==> config.mk <==
export PLATFORM = sky130hd
export DESIGN_NAME = vdp_blitter
export DESIGN_NICKNAME = d
export VERILOG_FILES = /design/src/rtl/vdp_blitter.sv
export SDC_FILE = /design/constraint.sdc
export NUM_CORES = 1
export LEC_CHECK = 0
export ABC_AREA = 1
export CELL_PAD_IN_SITES_DETAIL_PLACEMENT = 0
export CELL_PAD_IN_SITES_GLOBAL_PLACEMENT = 1
export CORE_MARGIN = 3
export CORE_UTILIZATION = 36
export CTS_CLUSTER_DIAMETER = 100
export DETAILED_ROUTE_END_ITERATION = 12
export PLACE_DENSITY = 0.89
export SYNTH_ARGS = -nofsm -noshare
export SYNTH_HDL_FRONTEND = slang
export SYNTH_SLANG_ARGS = --single-unit
==> constraint.sdc <==
create_clock -name clk -period 2.5 [get_ports clk]
set_clock_uncertainty 0.1 [all_clocks]
set_input_delay 0.5 -clock clk [delete_from_list [all_inputs] [get_ports clk]]
set_output_delay 0.5 -clock clk [all_outputs]
set_load 0.005 [all_outputs]
==> src/rtl/vdp_blitter.sv <==
// Chip-8 VDP command-side writer: cursor set, sprite-byte XOR with collision detect, and full clear.
// Define VDP_CLIP_EN to clip sprites at the right and bottom edges instead of wrapping.
module vdp_blitter #(
  parameter int          VRAM_AW   = 8,
  parameter logic [7:0]  CLEAR_VAL = 8'h00
) (
  input  logic               clk,
  input  logic               reset,
  input  logic [2:0]         cmd,
  input  logic [7:0]         cmdData,
  output logic               busy,
  output logic               collision,
  output logic [VRAM_AW-1:0] vramAddr,
  output logic               vramRe,
  input  logic [7:0]         vramRdData,
  output logic               vramWe,
  output logic [7:0]         vramWrData,
  output logic [5:0]         curX,
  output logic [5:0]         curY
);

  typedef enum logic [2:0] {
    CMD_NONE  = 3'd0,
    CMD_SETX  = 3'd1,
    CMD_SETY  = 3'd2,
    CMD_XOR   = 3'd3,
    CMD_CLEAR = 3'd4
  } cmdT;

  typedef enum logic [2:0] {
    IDLE = 3'd0,
    RD0  = 3'd1,
    WR0  = 3'd2,
    RD1  = 3'd3,
    WR1  = 3'd4,
    CLR  = 3'd5,
    SKIP = 3'd6
  } stateT;

  stateT       state;
  stateT       nextState;
  logic [15:0] mask;
  logic [7:0]  clrAddr;
  logic [7:0]  spriteRev;
  logic [7:0]  addr8;
  logic [7:0]  hitBits;
  logic        lastWrite;
  logic        needHi;
  logic        rowOff;
  logic [2:0]  col0;
  logic [2:0]  col1;
  logic [5:0]  nextY;

  assign col0 = curX[5:3];
  assign col1 = curX[5:3] + 3'd1;

`ifdef VDP_CLIP_EN
  assign needHi = (curX[2:0] != 3'd0) && (col0 != 3'd7);
  assign rowOff = curY[5];
  assign nextY  = curY + 6'd1;
`else
  assign needHi = (curX[2:0] != 3'd0);
  assign rowOff = 1'b0;
  assign nextY  = {1'b0, curY[4:0] + 5'd1};
`endif

  // Sprite bit7 is the leftmost pixel but VRAM bit0 is, so reverse before shifting into place.
  always_comb begin
    spriteRev = '0;
    for (int n = 0; n < 8; n++) begin
      spriteRev[n] = cmdData[7-n];
    end
  end

  // Next-state and strobe decode; all VRAM outputs idle at zero outside an access.
  always_comb begin
    nextState  = state;
    busy       = (state != IDLE);
    vramRe     = 1'b0;
    vramWe     = 1'b0;
    addr8      = '0;
    vramWrData = '0;
    hitBits    = '0;
    lastWrite  = 1'b0;
    case (state)
      IDLE: begin
        if (cmd == CMD_XOR) begin
          nextState = rowOff ? SKIP : RD0;
        end else if (cmd == CMD_CLEAR) begin
          nextState = CLR;
        end
      end
      RD0: begin
        vramRe    = 1'b1;
        addr8     = {curY[4:0], col0};
        nextState = WR0;
      end
      WR0: begin
        vramWe     = 1'b1;
        addr8      = {curY[4:0], col0};
        vramWrData = vramRdData ^ mask[7:0];
        hitBits    = vramRdData & mask[7:0];
        if (needHi) begin
          nextState = RD1;
        end else begin
          nextState = IDLE;
          lastWrite = 1'b1;
        end
      end
      RD1: begin
        vramRe    = 1'b1;
        addr8     = {curY[4:0], col1};
        nextState = WR1;
      end
      WR1: begin
        vramWe     = 1'b1;
        addr8      = {curY[4:0], col1};
        vramWrData = vramRdData ^ mask[15:8];
        hitBits    = vramRdData & mask[15:8];
        lastWrite  = 1'b1;
        nextState  = IDLE;
      end
      CLR: begin
        vramWe     = 1'b1;
        addr8      = clrAddr;
        vramWrData = CLEAR_VAL;
        if (clrAddr == 8'hFF) begin
          nextState = IDLE;
        end
      end
      SKIP: begin
        nextState = IDLE;
      end
      default: begin
        nextState = IDLE;
      end
    endcase
  end

  assign vramAddr = VRAM_AW'(addr8);

  // Commands are only sampled in IDLE; anything arriving while busy is dropped.
  always_ff @(posedge clk or negedge reset) begin
    if (!reset) begin
      state     <= IDLE;
      curX      <= '0;
      curY      <= '0;
      collision <= 1'b0;
      mask      <= '0;
      clrAddr   <= '0;
    end else begin
      state <= nextState;
      if (state == IDLE) begin
        case (cmd)
          CMD_SETX: begin
            curX      <= cmdData[5:0];
            collision <= 1'b0;
          end
          CMD_SETY: begin
            curY      <= {1'b0, cmdData[4:0]};
            collision <= 1'b0;
          end
          CMD_XOR: begin
            mask <= {8'h00, spriteRev} << curX[2:0];
          end
          CMD_CLEAR: begin
            clrAddr <= '0;
          end
          default: begin
          end
        endcase
      end
      if (|hitBits) begin
        collision <= 1'b1;
      end
      if (lastWrite) begin
        curY <= nextY;
      end
      if (state == CLR) begin
        clrAddr <= clrAddr + 8'd1;
      end
    end
  end

endmodule

# ---- Yosys cells after proc, flatten, opt, wreduce, memory -nomap -nowiden
# Index checks and enable logic that the tools add are counted.
dict set report totals {
  ff_bits 40
  latchBits 0
  mem_bits_rw 0
  mem_bits_ro 0
  in_bits 21
  out_inout_bits 32
  elab_cells 68
  n_memories 0
}
dict set report classes {
  n_addsub 3
  mul 0
  div_mod_pow 0
  magnitude_cmp 0
  eq_ne 12
  n_shift 1
  muxes 21
  bitwise 4
  n_reduce_logical 21
}
# cell n
set ops {}
lappend ops {{$pmux 8 s2} 2}
lappend ops {{$mux 8} 3}
lappend ops {{$pmux 8 s3} 1}
lappend ops {{$mux 6} 3}
lappend ops {{$and 8x8->8} 2}
lappend ops {{$shl 8x3->16} 1}
lappend ops {{$xor 8x8->8} 2}
lappend ops {{$pmux 3 s5} 1}
lappend ops {{$eq 3x2->1 const B} 4}
lappend ops {{$reduce_and 2->1} 6}
lappend ops {{$reduce_bool 2->1} 6}
lappend ops {{$eq 3x3->1 const B} 3}
lappend ops {{$mux 3} 3}
lappend ops {{$add 8x1->8 const B} 1}
lappend ops {{$eq 8x8->1 const B} 1}
lappend ops {{$reduce_or 2->1} 4}
lappend ops {{$reduce_or 8->1} 1}
lappend ops {{$eq 3x1->1 const B} 2}
lappend ops {{$mux 1} 6}
lappend ops {{$reduce_bool 3->1} 2}
lappend ops {{$add 5x1->5 const B} 1}
lappend ops {{$add 3x1->3 const B} 1}
lappend ops {{$logic_not 3->1} 1}
lappend ops {{$ne 3x3->1 const B} 1}
lappend ops {{other kinds (4)} 4}

# ---- Logic depth before layout (Yosys ltp)
dict set report logic_depth {
  word_depth 5
  depth_mapped 10
  mapped_depth_nobuf 9
}

# ---- Worst setup path before layout
# OpenSTA, ideal clock, no wires.
dict set report synth_timing {
  kind {flip-flop to output port}
  from {reg state[0]}
  to {out vramWrData[4]}
  t_arrival_ns 1.452
  required_time_ns 1.900
  slack_ns 0.448
  stages_incl_launch_ff 9
  n_path_buf 1
  cell_sequence {dfrtp_1 nor2_1 nand2_2 clkbuf_1 nand2_1 o21ai_0 ha_1 inv_1 nor2_1}
}
dict set report synth_via {
  elab_chain_cells 2
  word_cells_on_any_way 3
  classes_between {eq/ne: 2; mux: 1}
}
# item line_no
set synth_lines {}
lappend synth_lines {{start, declared} 40} ;# stateT state;
lappend synth_lines {{start signal, assigned} 152} ;# state <= nextState;
lappend synth_lines {{$eq 3x3->1 / $eq 3x2->1 (equally long branches)} 85} ;# case (state)
lappend synth_lines {{$pmux 8 s2 *} 85}
lappend synth_lines {{end, declared} 17} ;# output logic [7:0] vramWrData,
# Every way passes the cells marked *; elsewhere a longest branch is shown, timed or not.

# ---- Final worst setup path
dict set report layout_timing {
  from {reg state[1]}
  to {out vramWrData[6]}
}
# The elaborated chain is that of the path after synthesis.

==> impl_results.md <==
* Detailed-routing iteration count for the pre-antenna-repair pass at 4
* Power density over cell area at 1100 mW/mm2
* Number of placed I/O pins at 53
* Area of the multi-input gates at approximately 0.0013 mm2
* Startpoint of the lowest-slack register-to-register path: state[1]$_DFFE_PN0P_
* M1 WL at 3.15 mm
* # port buffers at 51
* DIE AREA at approximately 0.0078 mm2
* Multiplexer area fraction after synthesis at 0%
* Period utilisation layout at between 90% and 100%
* Post-DR wirelength/cell at 13.3 um
* Worst setup startpoint: state[1]$_DFFE_PN0P_
* Clk root buf: clkbuf_8
* Cell type with the largest total area after synthesis: dfrtp_1
* Post-route antenna net violation count at 0
* Fmax achieved at 406 MHz
* Post-synthesis compound-gate area fraction at 13.2%
* Inserted Diodes at 0
* WL final at ~6.6 mm
* Synth Flop Type: dfrtp_1
* Count of final hold-check violations at 0
* Total global routing overflow at 0
* FP Rows at 29
* Hold WC Path Type: in2async
* TritonCTS sink count at 38
* Fraction of synthesized cell area taken by the top area cell type at 38.9%
* Maximum level of the CTS H-tree at 2
* Worst-case headroom to the max-slew limit at between 60% and 70%
* Initial standard-cell utilization of the core at 37.9%
* EDFF count, synth at 0
* Post-Syn Nets at about 390
* Antenna violations before repair at 0
* Endpoint arrival time on the critical path at around 1900 ps
* Post-Syn Area at roughly 0.0024 mm2
* Syn. warnings at 0
* Basic-gate share of the synthesized area counting and, or, nand and nor cells at between 30% and 40%
* Vias/cell at 4.98
* Wire length on met2 at 3.06 mm
* Count of pins over their slew limit at 0
* Wire length on met3 at 315 um
* Leading post-synthesis cells by cell area: dfrtp_1 39%, nand2_1 16%, o21ai_0 9.4%, nand3_1 7.2%, inv_1 6.6%
* Max-capacitance violation count at 0
* Clock slew at reported path FFs at approximately 80 ps
* Die outline width at 88.5 um
* Worst Path Max Fanout at 4
* Total global-route track usage at about 18%
* Highest routed layer: met4
* Setup crit end kind: primary output
* Hold WS at 146 ps
* Gate count of the mapped netlist at 354
* Standby leakage power at ~1.7 nW
* Footprint of the flip-flops and latches at around 950 um2
* Mean instance size in the synthesized netlist at 6.91 um2
* Remaining design rule violation count at 0
* Deepest clock path buffer count at 2
* Transition time at the pin with the least slew margin at 535 ps
* Most instantiated library cell after synthesis: nand2_1
* Layout cell share with drive strength beyond 1 at between 10% and 20%
* Run status: complete, no violations
* Required time of the worst setup path at 1900 ps
* Global placement routability congestion at 0.932
* XOR/XNOR Fraction of Synth Area at 1.43%
* Top cells by instance count after synthesis: 103 x nand2_1, 46 x o21ai_0, 43 x inv_1
* Post-Synth Adder-Cell Area at 5.62%
* Min Clock Period, post-route at 2470 ps
* Count of unique library cells instantiated by Yosys at 27
* Setup violations, final at 0
* Post-synth ARST share at 100%
* Area growth, synth to finish at 31.4%
* Number of buffers created by CTS at 5
* Wire length of the first global-routing pass at 10.7 mm
* Detailed-route via count at 2,470
* Maximum number of pins on one net before global-route repair at 39
* Vert. Die Dim at 88.5 um
* Area of all placed cells without fillers at 0.00322 mm2
* Clock network latency to the later pin of the worst-skew pair at 290 ps
* Nets at 450
* Setup crit start kind: flip-flop
* Via count of the first global-routing pass at ~2.3k
* Share of synthesized area occupied by flip-flops and latches at 38.9%
* Detailed-placement wirelength estimate at 5.05 mm
* TritonCTS clock tree: built
* Main combinational cell family by area after synthesis: simple AND/OR/NAND/NOR gates
* Initial DRC count at 108
* Filler instances at 652
* Area after DPL at 0.00306 mm2
* Total core area at roughly 0.0065 mm2
* Worst VDD drop at 0.391 mV
* #FFs+latches synth at 38
* Critical path class: reg2out
## routing by layer
layer / track usage [%] / up-vias
met3: 3.17 / 6
met4: 4.81 / 0
met1: 24.5 / 1126
li1: - / 1265
met2: 28.0 / 73
met5: 0 / -
## critical path, cell delays in order, from the launching register on
cell and delay (ps):
dfrtp_1 420, nor2_4 160, nand2_4 80, buf_4 140, nand2_1 50, o21ai_1 60
ha_1 270, inv_1 40, nor2_1 100, dlygate4sd2_1 250
## per-stage QoR
| step | cells | utilization, % | setup TNS, ps | total power [mW] | worst slack [ps] |
|---|---|---|---|---|---|
| after floorplan | 354 | - | 0 | 2.13 | 448 |
| after global placement | 482 | 47.4 | 0 | 3.04 | 84.2 |
| after detailed placement | 482 | 47.4 | 0 | 3.07 | 48.5 |
| after CTS | 493 | 49.2 | -270 | 3.48 | -155 |
| after global routing | 496 | 49.8 | -143 | 3.86 | -49.3 |
| final | 496 | 49.8 | 0 | 3.53 | 34.7 |
## cell type report
cell class | count | area share [%]
Tap cell | 77 | 2.99
Multi-Input combinational cell | 260 | 40.8
Timing Repair Buffer | 65 | 18.3
Clock inverter | 2 | 0.428
Inverter | 48 | 5.60
Clock buffer | 6 | 2.26
Sequential cell | 38 | 29.6
## flip-flops by register name, indices dropped and copies added (netlist names)
signal     flops
curY           5
curX           6
collision      1
mask          15
clrAddr        8
state          3
## cells by family (layout without fill, tap and decap cells)
group,Yosys count,in the layout
AND/OR/NAND/NOR,182,183
AO/OA/AOI/OAI,61,61
buffers and inverters,57,121
flip-flops,38,38
adder cells (fa/ha/maj),11,11
XOR/XNOR,4,4
other,1,1
## cell usage in the layout, fill, tap and decap left out, types with 2 or more instances in the layout
cell type and instances:
xor2_1 4, nand4_1 3, dfrtp_1 37, o21ai_2 2, ha_1 11, a21oi_1 4, nor3_1 3, dlygate4sd2_1 11
o21ai_1 4, o21ai_0 42, inv_1 42, nand3_1 33, nand2_4 3, nand2_1 103, o22ai_1 5, nor2_1 27
nand3_2 2, inv_2 6, buf_4 13, o211ai_1 2, clkbuf_8 5, nor2_2 3, nor2_4 2, buf_2 3
clkdlybuf4s50_1 34, or2_2 2
## power by group
group	internal [mW]	switching (mW)
Sequential	0.860	0.266
Clock	0.197	0.230
Combinational	0.926	1.06
Total	1.98	1.55
## repair_timing
item | in CTS | in global routing
endpoints found under the setup margin | 16 | 7
resized for setup | 27 | 18
pin swaps | 2 | 3
cloned | 1 | 0
buffers inserted | 2 | 3
hold buffers | 0 | 0
## worst paths after layout
path | cells after the start | slack [ps] | endpoint
min in group clk | 2 | 410 | mask[3]$_DFFE_PN0P_
min | 2 | 150 | mask[13]$_DFFE_PN0P_
max | 9 | 30 | vramWrData[6]
max in group asynchronous | 2 | 1770 | state[2]$_DFFE_PN0P_
min reg2reg | 2 | 410 | mask[3]$_DFFE_PN0P_
max reg2reg | 6 | 620 | curX[1]$_DFFE_PN0P_
(Power assumes the default switching activity.)
